## src/rtl/reg_file_pkg.sv

```systemverilog
`default_nettype none
// +----------------------------------------------------------------------+
// | reg_file_pkg : shared widths, typedefs and constants for reg_file    |
// | Rev 1.0                                                              |
// +----------------------------------------------------------------------+
package reg_file_pkg;

  localparam int DATA_W   = 32;
  localparam int ADDR_W   = 5;
  localparam int ZERO_REG = 0;

  typedef logic [ADDR_W-1:0] reg_addr_t;
  typedef logic [DATA_W-1:0] reg_data_t;

endpackage
`default_nettype wire

```

## src/rtl/reg_file_word.sv

```systemverilog
`default_nettype none
// +----------------------------------------------------------------------+
// | reg_file_word : one DATA_W register, async reset, load enable        |
// | Rev 1.0                                                              |
// +----------------------------------------------------------------------+
module reg_file_word #(
  parameter int DATA_W = 32
) (
  input  logic              clk,
  input  logic              rst,
  input  logic              i_en,
  input  logic [DATA_W-1:0] i_d,
  output logic [DATA_W-1:0] o_q
);

  logic [DATA_W-1:0] r_q;

  // An X enable evaluates false here, so an unknown address never loads.
  always_ff @(posedge clk or posedge rst) begin
    if (rst) begin
      r_q <= '0;
    end else if (i_en) begin
      r_q <= i_d;
    end
  end

  assign o_q = r_q;

endmodule
`default_nettype wire

```

## src/rtl/reg_file.sv

```systemverilog
`default_nettype none
// +----------------------------------------------------------------------+
// | reg_file : 2-read / 1-write register file, register 0 reads as zero  |
// | Rev 1.0                                                              |
// +----------------------------------------------------------------------+
module reg_file #(
  parameter int DATA_W = reg_file_pkg::DATA_W,
  parameter int ADDR_W = reg_file_pkg::ADDR_W
) (
  input  logic              clk,
  input  logic              reset,
  input  logic              we3,
  input  logic [ADDR_W-1:0] ra1,
  input  logic [ADDR_W-1:0] ra2,
  input  logic [ADDR_W-1:0] wa3,
  input  logic [DATA_W-1:0] wd3,
  output logic [DATA_W-1:0] rd1,
  output logic [DATA_W-1:0] rd2
);

  import reg_file_pkg::*;

  localparam int NREGS = 2 ** ADDR_W;

  logic [NREGS-1:0]  w_wen;
  logic [DATA_W-1:0] w_regs [NREGS];

  always_comb begin
    w_wen = '0;
    for (int i = 0; i < NREGS; i++) begin
      if (i != ZERO_REG) begin
        w_wen[i] = we3 && (wa3 == ADDR_W'(i));
      end
    end
  end

  assign w_regs[ZERO_REG] = '0;

  generate
    for (genvar g = 1; g < NREGS; g++) begin : g_words
      reg_file_word #(
        .DATA_W (DATA_W)
      ) u_word (
        .clk  (clk),
        .rst  (reset),
        .i_en (w_wen[g]),
        .i_d  (wd3),
        .o_q  (w_regs[g])
      );
    end
  endgenerate

  assign rd1 = w_regs[ra1];
  assign rd2 = w_regs[ra2];

  a_wa3_known : assert property (
    @(posedge clk) disable iff (reset) we3 |-> !$isunknown(wa3)
  );

  a_zero_rd1 : assert property (
    @(posedge clk) (ra1 == ADDR_W'(ZERO_REG)) |-> (rd1 == '0)
  );

  a_zero_rd2 : assert property (
    @(posedge clk) (ra2 == ADDR_W'(ZERO_REG)) |-> (rd2 == '0)
  );

endmodule
`default_nettype wire

```

## config.mk

```make
export PLATFORM = sky130hd
export DESIGN_NAME = reg_file
export DESIGN_NICKNAME = d
export VERILOG_FILES = /design/src/rtl/reg_file_pkg.sv /design/src/rtl/reg_file_word.sv /design/src/rtl/reg_file.sv
export SDC_FILE = /design/constraint.sdc
export NUM_CORES = 2
export LEC_CHECK = 0
export BUFFER_PORTS_ARGS = -buffer_cell sky130_fd_sc_hd__buf_2
export CAP_MARGIN = 10
export CORE_MARGIN = 2
export CORE_UTILIZATION = 40
export DETAILED_ROUTE_END_ITERATION = 6
export PLACE_DENSITY = 0.53
export SYNTH_ARGS = -nofsm -noshare
export SYNTH_HDL_FRONTEND = slang
export SYNTH_SLANG_ARGS = --single-unit
export TNS_END_PERCENT = 10
```

## constraint.sdc

```tcl
create_clock -name clk -period 45.8 [get_ports clk]
set_input_delay 6.87 -clock clk [delete_from_list [all_inputs] [get_ports clk]]
set_output_delay 6.87 -clock clk [all_outputs]
set_load 0.02 [all_outputs]
```

; Word level (Yosys, flattened, before mapping)
; Cells that the tools add are included.
[word_totals]
regBits = 992
output_inout_bits = 64
wordCells = 103
[classes]
n_reduce_logical = 31
bitwise = 2
order_cmp = 2
mux = 6
eq_ne = 31
[op_table]
columns = cell, count
row1 = 32-bit binary-select mux with 5-bit select, 2
row2 = 32-bit two-way mux, 4
row3 = 5-bit equality test (second input constant), 16
row4 = 5-bit by 4-bit equality test with 1-bit output (second input constant), 8
row5 = 1-bit logical AND, 31
row6 = 5-bit by 3-bit equality test with 1-bit output (second input constant), 4
row7 = 6-bit >= comparator (second input constant), 2
row8 = 5-bit NOT with 6-bit output, 2
row9 = 5-bit by 2-bit equality test with 1-bit output (second input constant), 2
row10 = 5-bit by 1-bit equality test with 1-bit output (second input constant), 1

; Depth between registers and ports, before layout
[depth]
depth_word = 4
depth_mapped = 8
ltp_nobuf = 4

; Hierarchy
; A second synthesis with hierarchy kept.
[hier_totals]
cells_unflattened = 3601
area_unflattened_um2 = 58164.5
[by_module_without_submodules]
columns = mod, area_each_um2, cells_per_inst, seq_area_each_um2, n_inst
row1 = reg_file_word, 1348.8, 69, 800.8, 31
row2 = reg_file, 16351.9, 1462, 0.0, 1

; Worst setup path before layout
; OpenSTA, ideal clock, no wires.
[synth_timing]
path_type = input -> output
startpoint = input port ra2[2]
endpoint = output port rd2[10]
arrival_ns = 8.481
t_required_ns = 38.930
setup_slack_ns = 30.449
n_path_buf = 4
stages = 8
cell_sequence = buf_2 buf_2 buf_2 nand2_1 buf_2 o22ai_1 a211oi_1 o31ai_1
[synth_between]
elab_chain_len = 4
[synth_rtl]
columns = item, line_no
row1 = "start, declared", reg_file.sv:14  ; input logic [ADDR_W-1:0] ra2,
row2 = 5-bit NOT with 6-bit output (not written as such), reg_file.sv:54  ; assign rd2 = w_regs[ra2];
row3 = 32-bit binary-select mux with 5-bit select, reg_file.sv:54
row4 = 32-bit two-way mux (not written as such) (2 in series), reg_file.sv:54
row5 = "end, declared", reg_file.sv:18  ; output logic [DATA_W-1:0] rd2
; No other way between the ends. The select of a mux whose other input is x is not followed.

; Worst setup path in the final report
[layout_timing]
startpoint = input port ra2[2]
endpoint = output port rd2[31]
; Same word-level chain as after synthesis.

==> impl_metrics.json <==
{
  "outcome": "complete, no violations",
  "dieArea_mm2": 0.1360,
  "tightest_slew_ns": 1.112,
  "syn-num-nets": 3652,
  "hold_violations": 0,
  "cts_buffers": 116,
  "vdd_drop_max_v": 0.00002753,
  "cp.arrival_ns": 10.84,
  "hp-class": "reg -> reg",
  "synth.avg_cell_area_um2": 14.78,
  "min_path_cells": 1,
  "finalSetupViolCount": 0,
  "skew_ns": 0,
  "regArea_mm2": 0.02482,
  "largest_register_ffs": 992,
  "fillers": 11970,
  "holdBufCountCts": 0,
  "rsz0062_at_grt": "no",
  "routed_wl_um": 170300,
  "syn_to_final_growth_pct": 10.59,
  "drtPass1Iterations": 5,
  "place_hpwl_um": 96680,
  "multi_input_area_mm2": 0.02678,
  "synth_edf_count": 0,
  "synth_sequential_area_ratio": 0.4664,
  "rr_worst_depth": 1,
  "grt_antenna_before_repair": 10,
  "grt_pass1_vias": 34760,
  "synth.distinct_cells": 28,
  "synth_flop_cell": "dfrtp_1",
  "fin_crit_sh": 0.3868,
  "grt_start_max_net_pins": 158,
  "routabilityCongestion": 0.7773,
  "insertion_delay_ns": 0.74,
  "overflow": 0,
  "start_util": 0.4039,
  "pin_count": 114,
  "numPortBuffers": 113,
  "netlist_instances": 3602,
  "fin_setup_tns_ns": 0,
  "grt_usage": 0.2523,
  "reg2reg_slack_ns": 44.99,
  "clk_path_buf_depth": 3,
  "drive_above_1_share": 0.5111,
  "cp_data_required_time_ns": 38.93,
  "grt_pass1_wl_um": 251000,
  "cts-root-buf": "clkbuf_16",
  "syn-cell-area_mm2": 0.05323,
  "p_per_area_mw_per_mm2": 44.63,
  "ant_nets": 0,
  "fin_nets": 3565,
  "coreArea_mm2": 0.1318,
  "cp-start-kind": "input port",
  "cts-htree-levels": 3,
  "vias": 33490,
  "worstSetupEndpointType": "output port",
  "drc": 0,
  "reg2reg_to": "g_words[20].u_word.o_q[17]",
  "relSlewSlack": 0.2589,
  "std_cell_rows": 133,
  "crit_fanout": 58,
  "period_minus_slack_ns": 17.71,
  "holdCritStartpoint": "g_words[11].u_word.o_q[10]",
  "final_util": 0.4466,
  "max_cap_viol_count": 0,
  "timing.fmax_ghz": 0.05645,
  "die_y_um": 368.8,
  "wire_per_inst_um": 31.71,
  "cts.clk_slew.worst_paths_ns": 0.06,
  "finalMaxSlewViolations": 0,
  "cts_tree": "done",
  "yosys_warnings": 0,
  "post_cts_buffers": 0,
  "synth-seq-cells": 992,
  "cts.sinks": 992,
  "holdPathEnd": "g_words[11].u_word.o_q[10]",
  "drt-initial-drc-count": 2356,
  "vias_per_cell": 6.238,
  "synth-async-reset-ratio": 1.000,
  "post_cts_resized": 0,
  "die_w_um": 368.8,
  "crit_type": "in -> out",
  "leakagePower_nw": 25.50,
  "timing.rr.start": "g_words[20].u_word.o_q[17]"
}
-- worst max path at each step --
stage	startpoint	slack, ns	endpoint
after global placement	ra1[0]	28.14	rd1[31]
final	ra2[2]	28.09	rd2[31]
after CTS	ra1[0]	28.13	rd1[31]
after detailed placement	ra1[0]	28.11	rd1[31]
after floorplan	reset	11.02	g_words[10].u_word.o_q[0]
after global routing	ra1[0]	27.90	rd1[31]
-- report_power, final --
| part | internal (mW) | switching [mW] |
|---|---|---|
| Combinational | 0.316 | 0.224 |
| Clock | 0.536 | 0.384 |
| Sequential | 1.05 | 0.118 |
| Total | 1.90 | 0.726 |
-- kinds of logic (layout without fill, tap and decap cells) --
| kind of cell | Yosys count | in the layout | share of synthesized area |
|---|---|---|---|
| AO/OA/AOI/OAI | 448 | 448 | 0.06318 |
| other | 0 | 4 | 0 |
| buffers and inverters | 405 | 413 | 0.03498 |
| AND/OR/NAND/NOR | 125 | 125 | 0.01349 |
| multiplexers | 1632 | 1632 | 0.4220 |
| flip-flops | 992 | 992 | 0.4664 |
-- worst max-delay path, stage by stage --
cell and delay [ns]:
buf_8 0.48, buf_4 0.79, buf_4 0.96, mux4_2 0.37
mux2i_1 0.07, and2_1 0.18, o31ai_1 0.72, buf_2 0.30
-- metal layers --
layer  part of all wire  global-route usage  routed length (um)
met4              0.028             0.07692                4821
met5                  0                   0                   0
met2               0.47              0.4042               80770
met3              0.044             0.02943                7462
met1               0.45              0.3601               77220
-- cells in the final DEF, fill, tap and decap left out, types with 3 or more instances in the layout --
master / instances
a211oi_1: 64
nand2_2: 13
and2_1: 64
mux2i_1: 192
mux2_2: 1037
dfrtp_1: 992
nor2_4: 14
clkinv_2: 15
o31ai_1: 64
clkbuf_16: 118
buf_2: 103
clkbuf_1: 36
clkbuf_8: 36
o21ai_1: 63
buf_4: 87
nand4b_1: 3
mux2_1: 19
mux4_2: 384
nand2b_1: 3
diode_2: 4
buf_8: 4
nor2b_4: 6
or3_2: 3
o22ai_1: 64
a22o_1: 192
-- cells in the mapped netlist (4+ instances only) --
library cell | count | area share
nand3_1 | 4 | 0.00038
buf_6 | 9 | 0.0019
mux2_1 | 19 | 0.0040
buf_1 | 24 | 0.0017
nand2_1 | 15 | 0.0011
nand2b_1 | 5 | 0.00059
dfrtp_1 | 992 | 0.47
nor2b_1 | 8 | 0.00094
o22ai_1 | 64 | 0.0075
and2_1 | 66 | 0.0078
buf_2 | 165 | 0.016
mux2i_1 | 192 | 0.036
a211oi_1 | 64 | 0.0090
o21ai_1 | 63 | 0.0059
a22o_1 | 192 | 0.032
nor2_1 | 15 | 0.0011
buf_4 | 18 | 0.0025
mux4_2 | 384 | 0.16
o31ai_1 | 64 | 0.0090
mux2_2 | 1037 | 0.22
clkbuf_1 | 186 | 0.013
-- area by class of cell --
| cell class | count | share of cell area |
|---|---|---|
| Antenna cell | 4 | 0.0001700 |
| Clock buffer | 190 | 0.06088 |
| Clock inverter | 23 | 0.003125 |
| Inverter | 3 | 0.0003188 |
| Multi-Input combinational cell | 2205 | 0.4549 |
| Sequential cell | 992 | 0.4217 |
| Tap cell | 1755 | 0.03730 |
| Timing Repair Buffer | 197 | 0.02160 |
-- stage by stage --
step	total power, mW	instance area [um2]	instances	hold slack [ns]	setup WS, ns
after floorplan	1.582	53230	3602	0.4697	11.02
after global placement	1.709	55090	5152	0.4868	28.14
after detailed placement	1.724	55090	5152	0.5012	28.11
after CTS	2.651	58850	5365	0.5140	28.13
after global routing	2.750	58860	5366	0.5339	27.90
final	2.627	58860	5369	0.5132	28.09
No activity file was read; power rests on OpenSTA's default activity.
